--- src/rtl/cpu_pkg.sv ---
// ---------------------------------------------------------------------------
// cpu_pkg
// Shared definitions for the multi-port CPU register file.
//
// Contents:
//   XLEN_DEF, NREG_DEF  default data width / register count
//   ZERO_ADDR           address of the hard-wired zero register
//   reg_addr_t, word_t  address / data types for the default configuration
//   merge_byte()        picks one byte out of several same-cycle writers,
//                       highest-index writer wins
//   addr_valid()        true when an address names a real, writable register
//
// merge_byte() is used by both the storage update and the read bypass, so
// the committed value and the bypassed value can never disagree.
// ---------------------------------------------------------------------------
package cpu_pkg;

    localparam int          XLEN_DEF  = 32;
    localparam int          NREG_DEF  = 32;
    localparam int          AW_DEF    = $clog2(NREG_DEF);
    localparam int unsigned ZERO_ADDR = 0;

    // Fixed upper bound on the write ports the merge can arbitrate between.
    // Callers zero-pad their lanes/hits up to this size.
    localparam int NWR_MAX = 16;
    localparam int LANES_W = NWR_MAX * 8;

    typedef logic [AW_DEF-1:0]   reg_addr_t;
    typedef logic [XLEN_DEF-1:0] word_t;
    typedef logic [7:0]          byte_t;

    // Walks the writers from lowest to highest index so that the last
    // writer with its hit set (the highest index) overrides the others.
    // With no hits the old byte is returned unchanged.
    function automatic byte_t merge_byte(
        input byte_t                old_byte,
        input logic [LANES_W-1:0]   lanes,
        input logic [NWR_MAX-1:0]   hits
    );
        byte_t result;
        result = old_byte;
        for (int i = 0; i < NWR_MAX; i++) begin
            if (hits[i]) begin
                result = lanes[i*8 +: 8];
            end
        end
        return result;
    endfunction

    // An address is usable when it falls inside the register array and,
    // when the zero register is enabled, is not the zero register.
    function automatic logic addr_valid(
        input int unsigned addr,
        input int unsigned nreg,
        input int          zero_reg
    );
        logic valid;
        valid = (addr < nreg);
        if (zero_reg != 0 && addr == ZERO_ADDR) begin
            valid = 1'b0;
        end
        return valid;
    endfunction

endpackage

--- src/rtl/cpu_regfile_sb.sv ---
// ---------------------------------------------------------------------------
// cpu_regfile_sb
// Per-register busy scoreboard for hazard detection.
//
// A register becomes busy when decode reserves it (rsv_en/rsv_addr) and
// stops being busy when writeback writes it. A reservation and a write to
// the same register in one cycle leave it busy: the reservation belongs to
// a newer producer than the write that is retiring.
//
// Ports:
//   clk, rst   clock and asynchronous active-high reset
//   raddr      NRD packed read addresses
//   rbusy      NRD busy flags for the addressed registers
//   we, waddr  NWR write enables / addresses (data is irrelevant here)
//   rsv_en     reserve request
//   rsv_addr   register to reserve
// ---------------------------------------------------------------------------
module cpu_regfile_sb
    import cpu_pkg::*;
#(
    parameter int NREG     = NREG_DEF,
    parameter int AW       = $clog2(NREG),
    parameter int NRD      = 2,
    parameter int NWR      = 2,
    parameter int ZERO_REG = 1,
    parameter int BYPASS   = 1
) (
    input  logic              clk,
    input  logic              rst,
    input  logic [NRD*AW-1:0] raddr,
    output logic [NRD-1:0]    rbusy,
    input  logic [NWR-1:0]    we,
    input  logic [NWR*AW-1:0] waddr,
    input  logic              rsv_en,
    input  logic [AW-1:0]     rsv_addr
);

    logic [NREG-1:0] busy;
    logic [NREG-1:0] busy_next;
    logic [NREG-1:0] clr_vec;
    logic [NREG-1:0] set_vec;
    logic [AW-1:0]   look_addr;
    logic            look_wr_hit;

    // Every enabled write clears the busy bit of its target, whether or not
    // any byte strobe is set. Out-of-range targets are simply dropped.
    always_comb begin
        clr_vec = '0;
        for (int i = 0; i < NWR; i++) begin
            if (we[i] && addr_valid(32'(waddr[i*AW +: AW]), NREG, 0)) begin
                clr_vec[waddr[i*AW +: AW]] = 1'b1;
            end
        end
    end

    // Reservations to the zero register or past the end of the array are
    // ignored, so those bits can never become busy.
    always_comb begin
        set_vec = '0;
        if (rsv_en && addr_valid(32'(rsv_addr), NREG, ZERO_REG)) begin
            set_vec[rsv_addr] = 1'b1;
        end
    end

    // Set has priority over clear so a same-cycle reserve survives the write.
    always_comb begin
        busy_next = set_vec | (busy & ~clr_vec);
    end

    // Busy vector register; cleared asynchronously on reset.
    always_ff @(posedge clk or posedge rst) begin
        if (rst) begin
            busy <= '0;
        end else begin
            busy <= busy_next;
        end
    end

    // Lookup per read port. With bypass the flag drops in the very cycle the
    // producer writes back, because the read port already sees the new data.
    // A same-cycle reservation is never visible here.
    always_comb begin
        rbusy       = '0;
        look_addr   = '0;
        look_wr_hit = 1'b0;
        for (int k = 0; k < NRD; k++) begin
            look_addr   = raddr[k*AW +: AW];
            look_wr_hit = 1'b0;
            for (int i = 0; i < NWR; i++) begin
                if (we[i] && waddr[i*AW +: AW] == look_addr) begin
                    look_wr_hit = 1'b1;
                end
            end
            if (!rst && addr_valid(32'(look_addr), NREG, ZERO_REG)) begin
                rbusy[k] = busy[look_addr] && !(BYPASS != 0 && look_wr_hit);
            end
        end
    end

endmodule

--- src/rtl/cpu_regfile_mp.sv ---
// ---------------------------------------------------------------------------
// cpu_regfile_mp
// Parametrised multi-port CPU register file with byte-enable writes, an
// optional hard-wired zero register, optional write-to-read bypass and a
// busy scoreboard (cpu_regfile_sb) for hazard detection.
//
// Ports:
//   clk, rst   clock (rising edge) and asynchronous active-high reset
//   raddr      NRD packed read addresses, port k at [k*AW +: AW]
//   rdata      NRD packed read data, combinational from raddr
//   rbusy      NRD busy flags for the addressed registers
//   we         NWR write enables, higher index = higher priority
//   waddr      NWR packed write addresses
//   wdata      NWR packed write data
//   wstrb      NWR packed byte strobes, XLEN/8 per port
//   rsv_en     reserve request for rsv_addr
//   rsv_addr   register to mark busy
//
// Reads of the zero register, of addresses past the end of the array, and
// any read while rst is high return 0, so unused ports never carry X.
// ---------------------------------------------------------------------------
module cpu_regfile_mp
    import cpu_pkg::*;
#(
    parameter int XLEN     = XLEN_DEF,
    parameter int NREG     = NREG_DEF,
    parameter int AW       = $clog2(NREG),
    parameter int NRD      = 2,
    parameter int NWR      = 2,
    parameter int ZERO_REG = 1,
    parameter int BYPASS   = 1
) (
    input  logic                  clk,
    input  logic                  rst,
    input  logic [NRD*AW-1:0]     raddr,
    output logic [NRD*XLEN-1:0]   rdata,
    output logic [NRD-1:0]        rbusy,
    input  logic [NWR-1:0]        we,
    input  logic [NWR*AW-1:0]     waddr,
    input  logic [NWR*XLEN-1:0]   wdata,
    input  logic [NWR*XLEN/8-1:0] wstrb,
    input  logic                  rsv_en,
    input  logic [AW-1:0]         rsv_addr
);

    localparam int NB = XLEN / 8;

    logic [XLEN-1:0] stored [NREG];
    logic [AW-1:0]   rd_addr;
    logic [XLEN-1:0] rd_word;

    // Overlays every same-cycle write aimed at 'addr' onto 'old_word', byte
    // by byte. For each byte the writers whose enable, address and strobe all
    // match are collected and merge_byte picks the highest-index one.
    // Everything the result depends on is passed in explicitly so the
    // function is safe to call from continuous assignments.
    function automatic logic [XLEN-1:0] merge_word(
        input logic [XLEN-1:0]     old_word,
        input logic [AW-1:0]       addr,
        input logic [NWR-1:0]      w_en,
        input logic [NWR*AW-1:0]   w_addr,
        input logic [NWR*XLEN-1:0] w_data,
        input logic [NWR*NB-1:0]   w_strb
    );
        logic [XLEN-1:0]    result;
        logic [NWR_MAX-1:0] hits;
        logic [LANES_W-1:0] lanes;
        result = old_word;
        for (int b = 0; b < NB; b++) begin
            hits  = '0;
            lanes = '0;
            for (int i = 0; i < NWR; i++) begin
                hits[i]         = w_en[i] && (w_addr[i*AW +: AW] == addr)
                                  && w_strb[i*NB + b];
                lanes[i*8 +: 8] = w_data[i*XLEN + b*8 +: 8];
            end
            result[b*8 +: 8] = merge_byte(old_word[b*8 +: 8], lanes, hits);
        end
        return result;
    endfunction

    // One storage word per register. The zero register, when enabled, has
    // no flop at all and is tied to 0, which is how its writes get dropped.
    // Writes to addresses past NREG match no generated register and vanish.
    for (genvar r = 0; r < NREG; r++) begin : g_reg
        if (ZERO_REG != 0 && r == ZERO_ADDR) begin : g_zero
            assign stored[r] = '0;
        end else begin : g_data
            logic [XLEN-1:0] q;

            always_ff @(posedge clk or posedge rst) begin
                if (rst) begin
                    q <= '0;
                end else begin
                    q <= merge_word(q, AW'(r), we, waddr, wdata, wstrb);
                end
            end

            assign stored[r] = q;
        end
    end

    // Combinational read ports. With bypass the same merge that feeds the
    // flops is applied to the read value, so a reader sees exactly what the
    // register will hold after this edge.
    always_comb begin
        rdata   = '0;
        rd_addr = '0;
        rd_word = '0;
        for (int k = 0; k < NRD; k++) begin
            rd_addr = raddr[k*AW +: AW];
            rd_word = '0;
            if (!rst && addr_valid(32'(rd_addr), NREG, ZERO_REG)) begin
                rd_word = stored[rd_addr];
                if (BYPASS != 0) begin
                    rd_word = merge_word(rd_word, rd_addr, we, waddr, wdata, wstrb);
                end
            end
            rdata[k*XLEN +: XLEN] = rd_word;
        end
    end

    // Busy tracking lives in its own block; it only needs addresses and
    // enables, never data.
    cpu_regfile_sb #(
        .NREG     (NREG),
        .AW       (AW),
        .NRD      (NRD),
        .NWR      (NWR),
        .ZERO_REG (ZERO_REG),
        .BYPASS   (BYPASS)
    ) u_sb (
        .clk      (clk),
        .rst      (rst),
        .raddr    (raddr),
        .rbusy    (rbusy),
        .we       (we),
        .waddr    (waddr),
        .rsv_en   (rsv_en),
        .rsv_addr (rsv_addr)
    );

endmodule

--- config.mk ---
export PLATFORM = sky130hd
export DESIGN_NAME = cpu_regfile_mp
export DESIGN_NICKNAME = d
export VERILOG_FILES = /design/src/rtl/cpu_pkg.sv /design/src/rtl/cpu_regfile_sb.sv /design/src/rtl/cpu_regfile_mp.sv
export SDC_FILE = /design/constraint.sdc
export NUM_CORES = 2
export LEC_CHECK = 0
export BUFFER_PORTS_ARGS = -buffer_cell sky130_fd_sc_hd__buf_2
export CAP_MARGIN = 20
export CORE_ASPECT_RATIO = 1.75
export CORE_MARGIN = 2
export CORE_UTILIZATION = 40
export CTS_BUF_LIST = sky130_fd_sc_hd__clkbuf_4 sky130_fd_sc_hd__clkbuf_8
export CTS_CLUSTER_DIAMETER = 150
export CTS_CLUSTER_SIZE = 40
export DETAILED_ROUTE_END_ITERATION = 16
export PLACE_DENSITY = 0.55
export SETUP_SLACK_MARGIN = 0.15
export SYNTH_ARGS = -nofsm -noshare
export SYNTH_HDL_FRONTEND = slang
export SYNTH_SLANG_ARGS = --single-unit
--- constraint.sdc ---
create_clock -name clk -period 30.9 [get_ports clk]
set_input_delay 3.09 -clock clk [delete_from_list [all_inputs] [get_ports clk]]
set_output_delay 3.09 -clock clk [all_outputs]
set_load 0.01 [all_outputs]
==> out/metrics.yaml <==
layout:
  final-seq-area_um2: 25600
  drive_gt1_share_pct: 15.5
  final_common_cell: "nor2_1"
  post-route-util_pct: 41.8
  final_cell_mix: "1151 x nor2_1, 1034 x a21oi_1, 1029 x mux2i_1"
  fin_area_um2: 68200
  final_nets: 6270
  multiInputGateArea_um2: 37300
  area_delta_synth_final_pct: 3.92
  fillers: 15830
placed_design:
  place_area_um2: 67700
  gp_congestion: 0.981
  place_hpwl_mm: 195
  portBuffers: 167
die:
  initial_utilization_pct: 40.3
  core_area_um2: 163000
  io_pins: 168
  die-area_um2: 168000
  die_h_um: 540
  rows: 196
  die_x_um: 310
worst_hold_path:
  min_path_cells: 1
  min_path_type: "reg2reg"
clocking:
  insertion_delay_ns: 0.95
  cts_hold_buffers: 0
  cts_root_buf: "clkbuf_8"
  htreeDepth: 1
  tritoncts: "built"
  cts_resized: 0
  clkSinkCount: 1024
  cts_made_buffers: 29
  postCtsSetupRepairBufs: 0
  clockBufferDepth: 3
  path_clk_slew_ns: 0.26
worst_setup_path:
  critPathRequiredTime_ns: 27.81
  worstPathArrival_ns: 7.29
  ff2ff_path_depth: 2
  critPathCaptureType: "output port"
  crit_type: "in2out"
  start_kind: "primary input"
  worstPathMaxFanout: 55
logic_synthesis:
  synth_flop_cell: "dfrtp_1"
  synth_seq_cells: 1024
  synth-async-reset-ratio_pct: 100
  syn_area_per_cell_um2: 10.1
  yosysWarnings: 0
  yosysUniqueCellTypes: 63
  synth_nets: 6585
  synth_seq_area_share_pct: 39.0
  netlist_area_um2: 65700
  syn_inst: 6483
  synth_edf_count: 0
sta:
  worst_pin_slew_ns: 1.35
  finalClockSkew_ns: 0
  period_needed_ns: 10.38
  slew_headroom_pct: 10.2
  drv_slew: 0
  rsz0062_at_grt: "false"
  timing.fmax_mhz: 96.3
  fin_setup_tns_ns: 0
  setup_viol: 0
  hold_viol_final: 0
  fin_crit_sh_pct: 33.6
grt:
  grt_pass1_wl_mm: 404
  globalRouteOverflowTotal: 0
  grt_max_degree: 143
  grt_pass1_vias: 52761
  track_usage_pct: 33.5
  grt_antenna_before_repair: 29
power:
  switchingPower_mw: 1.37
  p_leak_nw: 33.8
  pwr-share-comb_pct: 32.7
  power_frac_clock_pct: 13.9
  seqPwrFrac_pct: 53.4
  p_per_area_nw_per_um2: 55.2
  internal_power_mw: 2.40
  sw_frac_of_total_pct: 36.3
  ir_drop_mv: 0.0420
routing:
  drt_iter0_drc: 7355
  vias_per_cell: 6.56
  drc_errors: 0
  routed_wl_mm: 285
  vias: 54895
  wire_per_inst_um: 34.0
  first_pass_iters: 6
  antenna_left: 0
outcome:
  status: "finished clean"
run:
  cap_violations: 0
-- layer usage --
layer	vias to the layer above	routed length, um	GRT usage [%]
li1	23081	-	-
met1	27307	101000	40.8
met2	3481	129000	51.9
met3	1002	27600	7.32
met4	24	26900	25.0
met5	-	183	0.147
-- power by group through the flow --
stage	Clock [mW]	Sequential (mW)	Combinational (mW)
global route	0.574	2.05	1.31
floorplan	0	1.89	0.919
global placement	0	2.01	1.18
CTS	0.535	2.00	1.21
finish	0.524	2.01	1.23
detailed placement	0	2.03	1.21
-- per-stage QoR --
step | worst slack [ns] | std cells | hold WS [ns] | power [mW]
floorplan | 6.00 | 6483 | 0.477 | 2.81
global placement | 20.65 | 8302 | 0.490 | 3.19
detailed placement | 20.59 | 8309 | 0.505 | 3.24
CTS | 20.63 | 8340 | 0.559 | 3.75
global route | 20.32 | 8347 | 0.575 | 3.93
finish | 20.52 | 8364 | 0.564 | 3.77
-- worst max-delay path, cell delays in order --
cell and delay [ns]:
buf_8 0.45, buf_4 0.86, buf_4 0.71, mux4_2 0.36, o22ai_1 0.08, nor4_1 0.80
a2111oi_0 0.20, nor3_1 0.33, buf_2 0.20
-- synthesized netlist by cell type, types with 14 or more instances --
cell      count  area share, %
or3_1        14           0.13
nor3_1       55           0.42
a21oi_1    1035            7.9
nand2_2      28           0.27
a221oi_1     64           0.85
nand3_1      23           0.18
a22o_1       50           0.67
buf_1        82           0.47
buf_2        83           0.63
a211oi_1     25           0.29
nor2_1     1169            6.7
buf_4        48           0.55
nand2_1     298            1.7
mux4_2      434             15
nor4_1       29           0.28
mux2i_1    1029             16
buf_6        15           0.26
nor2b_1      14           0.13
o22ai_1      58           0.55
mux2_2      105            1.8
a22oi_1      97            1.1
a31oi_1      15           0.14
clkbuf_1    422            2.4
dfrtp_1    1024             39
nand2b_1     17           0.16
o21ai_0      68           0.52
o221ai_1     20           0.27
-- sequential cells by signal (all words and copies together), names as in the netlist --
signal,cells
g.g_data.q,992
u_sb.busy,32
-- layout make-up --
class                           instances  share of cell area (%)
Clock buffer                           29                   0.585
Antenna cell                           18                  0.0660
Sequential cell                      1024                    37.6
Tap cell                             2178                    3.99
Clock inverter                          2                  0.0348
Timing Repair Buffer                  304                    3.01
Multi-Input combinational cell       4806                    54.7
Inverter                                3                  0.0220
-- cells by family (layout without fill, tap and decap cells) --
family / after synthesis / count (layout) / synth area share (%)
xor gates and xnor gates: 20 / 20 / 0.267
buffers and inverters: 653 / 338 / 4.34
muxes: 1568 / 1568 / 32.4
DFF: 1024 / 1024 / 39.0
and+or+nand+nor: 1708 / 1708 / 10.7
AOI/OAI and AO/OA: 1510 / 1510 / 13.3
other: 0 / 18 / 0
-- final timing paths --
path | from | slack (ns) | end
max in group asynchronous | rst | 25.96 | g_reg[12].g_data.q[23]$_DFFE_PP0P_
max reg2reg | g_reg[17].g_data.q[25]$_DFFE_PP0P_ | 29.90 | g_reg[17].g_data.q[25]$_DFFE_PP0P_
min in group asynchronous | rst | 2.47 | u_sb.busy[22]$_DFF_PP0_
max | raddr[0] | 20.52 | rdata[11]
min reg2reg | u_sb.busy[0]$_DFF_PP0_ | 0.56 | u_sb.busy[0]$_DFF_PP0_
min | u_sb.busy[0]$_DFF_PP0_ | 0.56 | u_sb.busy[0]$_DFF_PP0_
(Power assumes the default switching activity.)
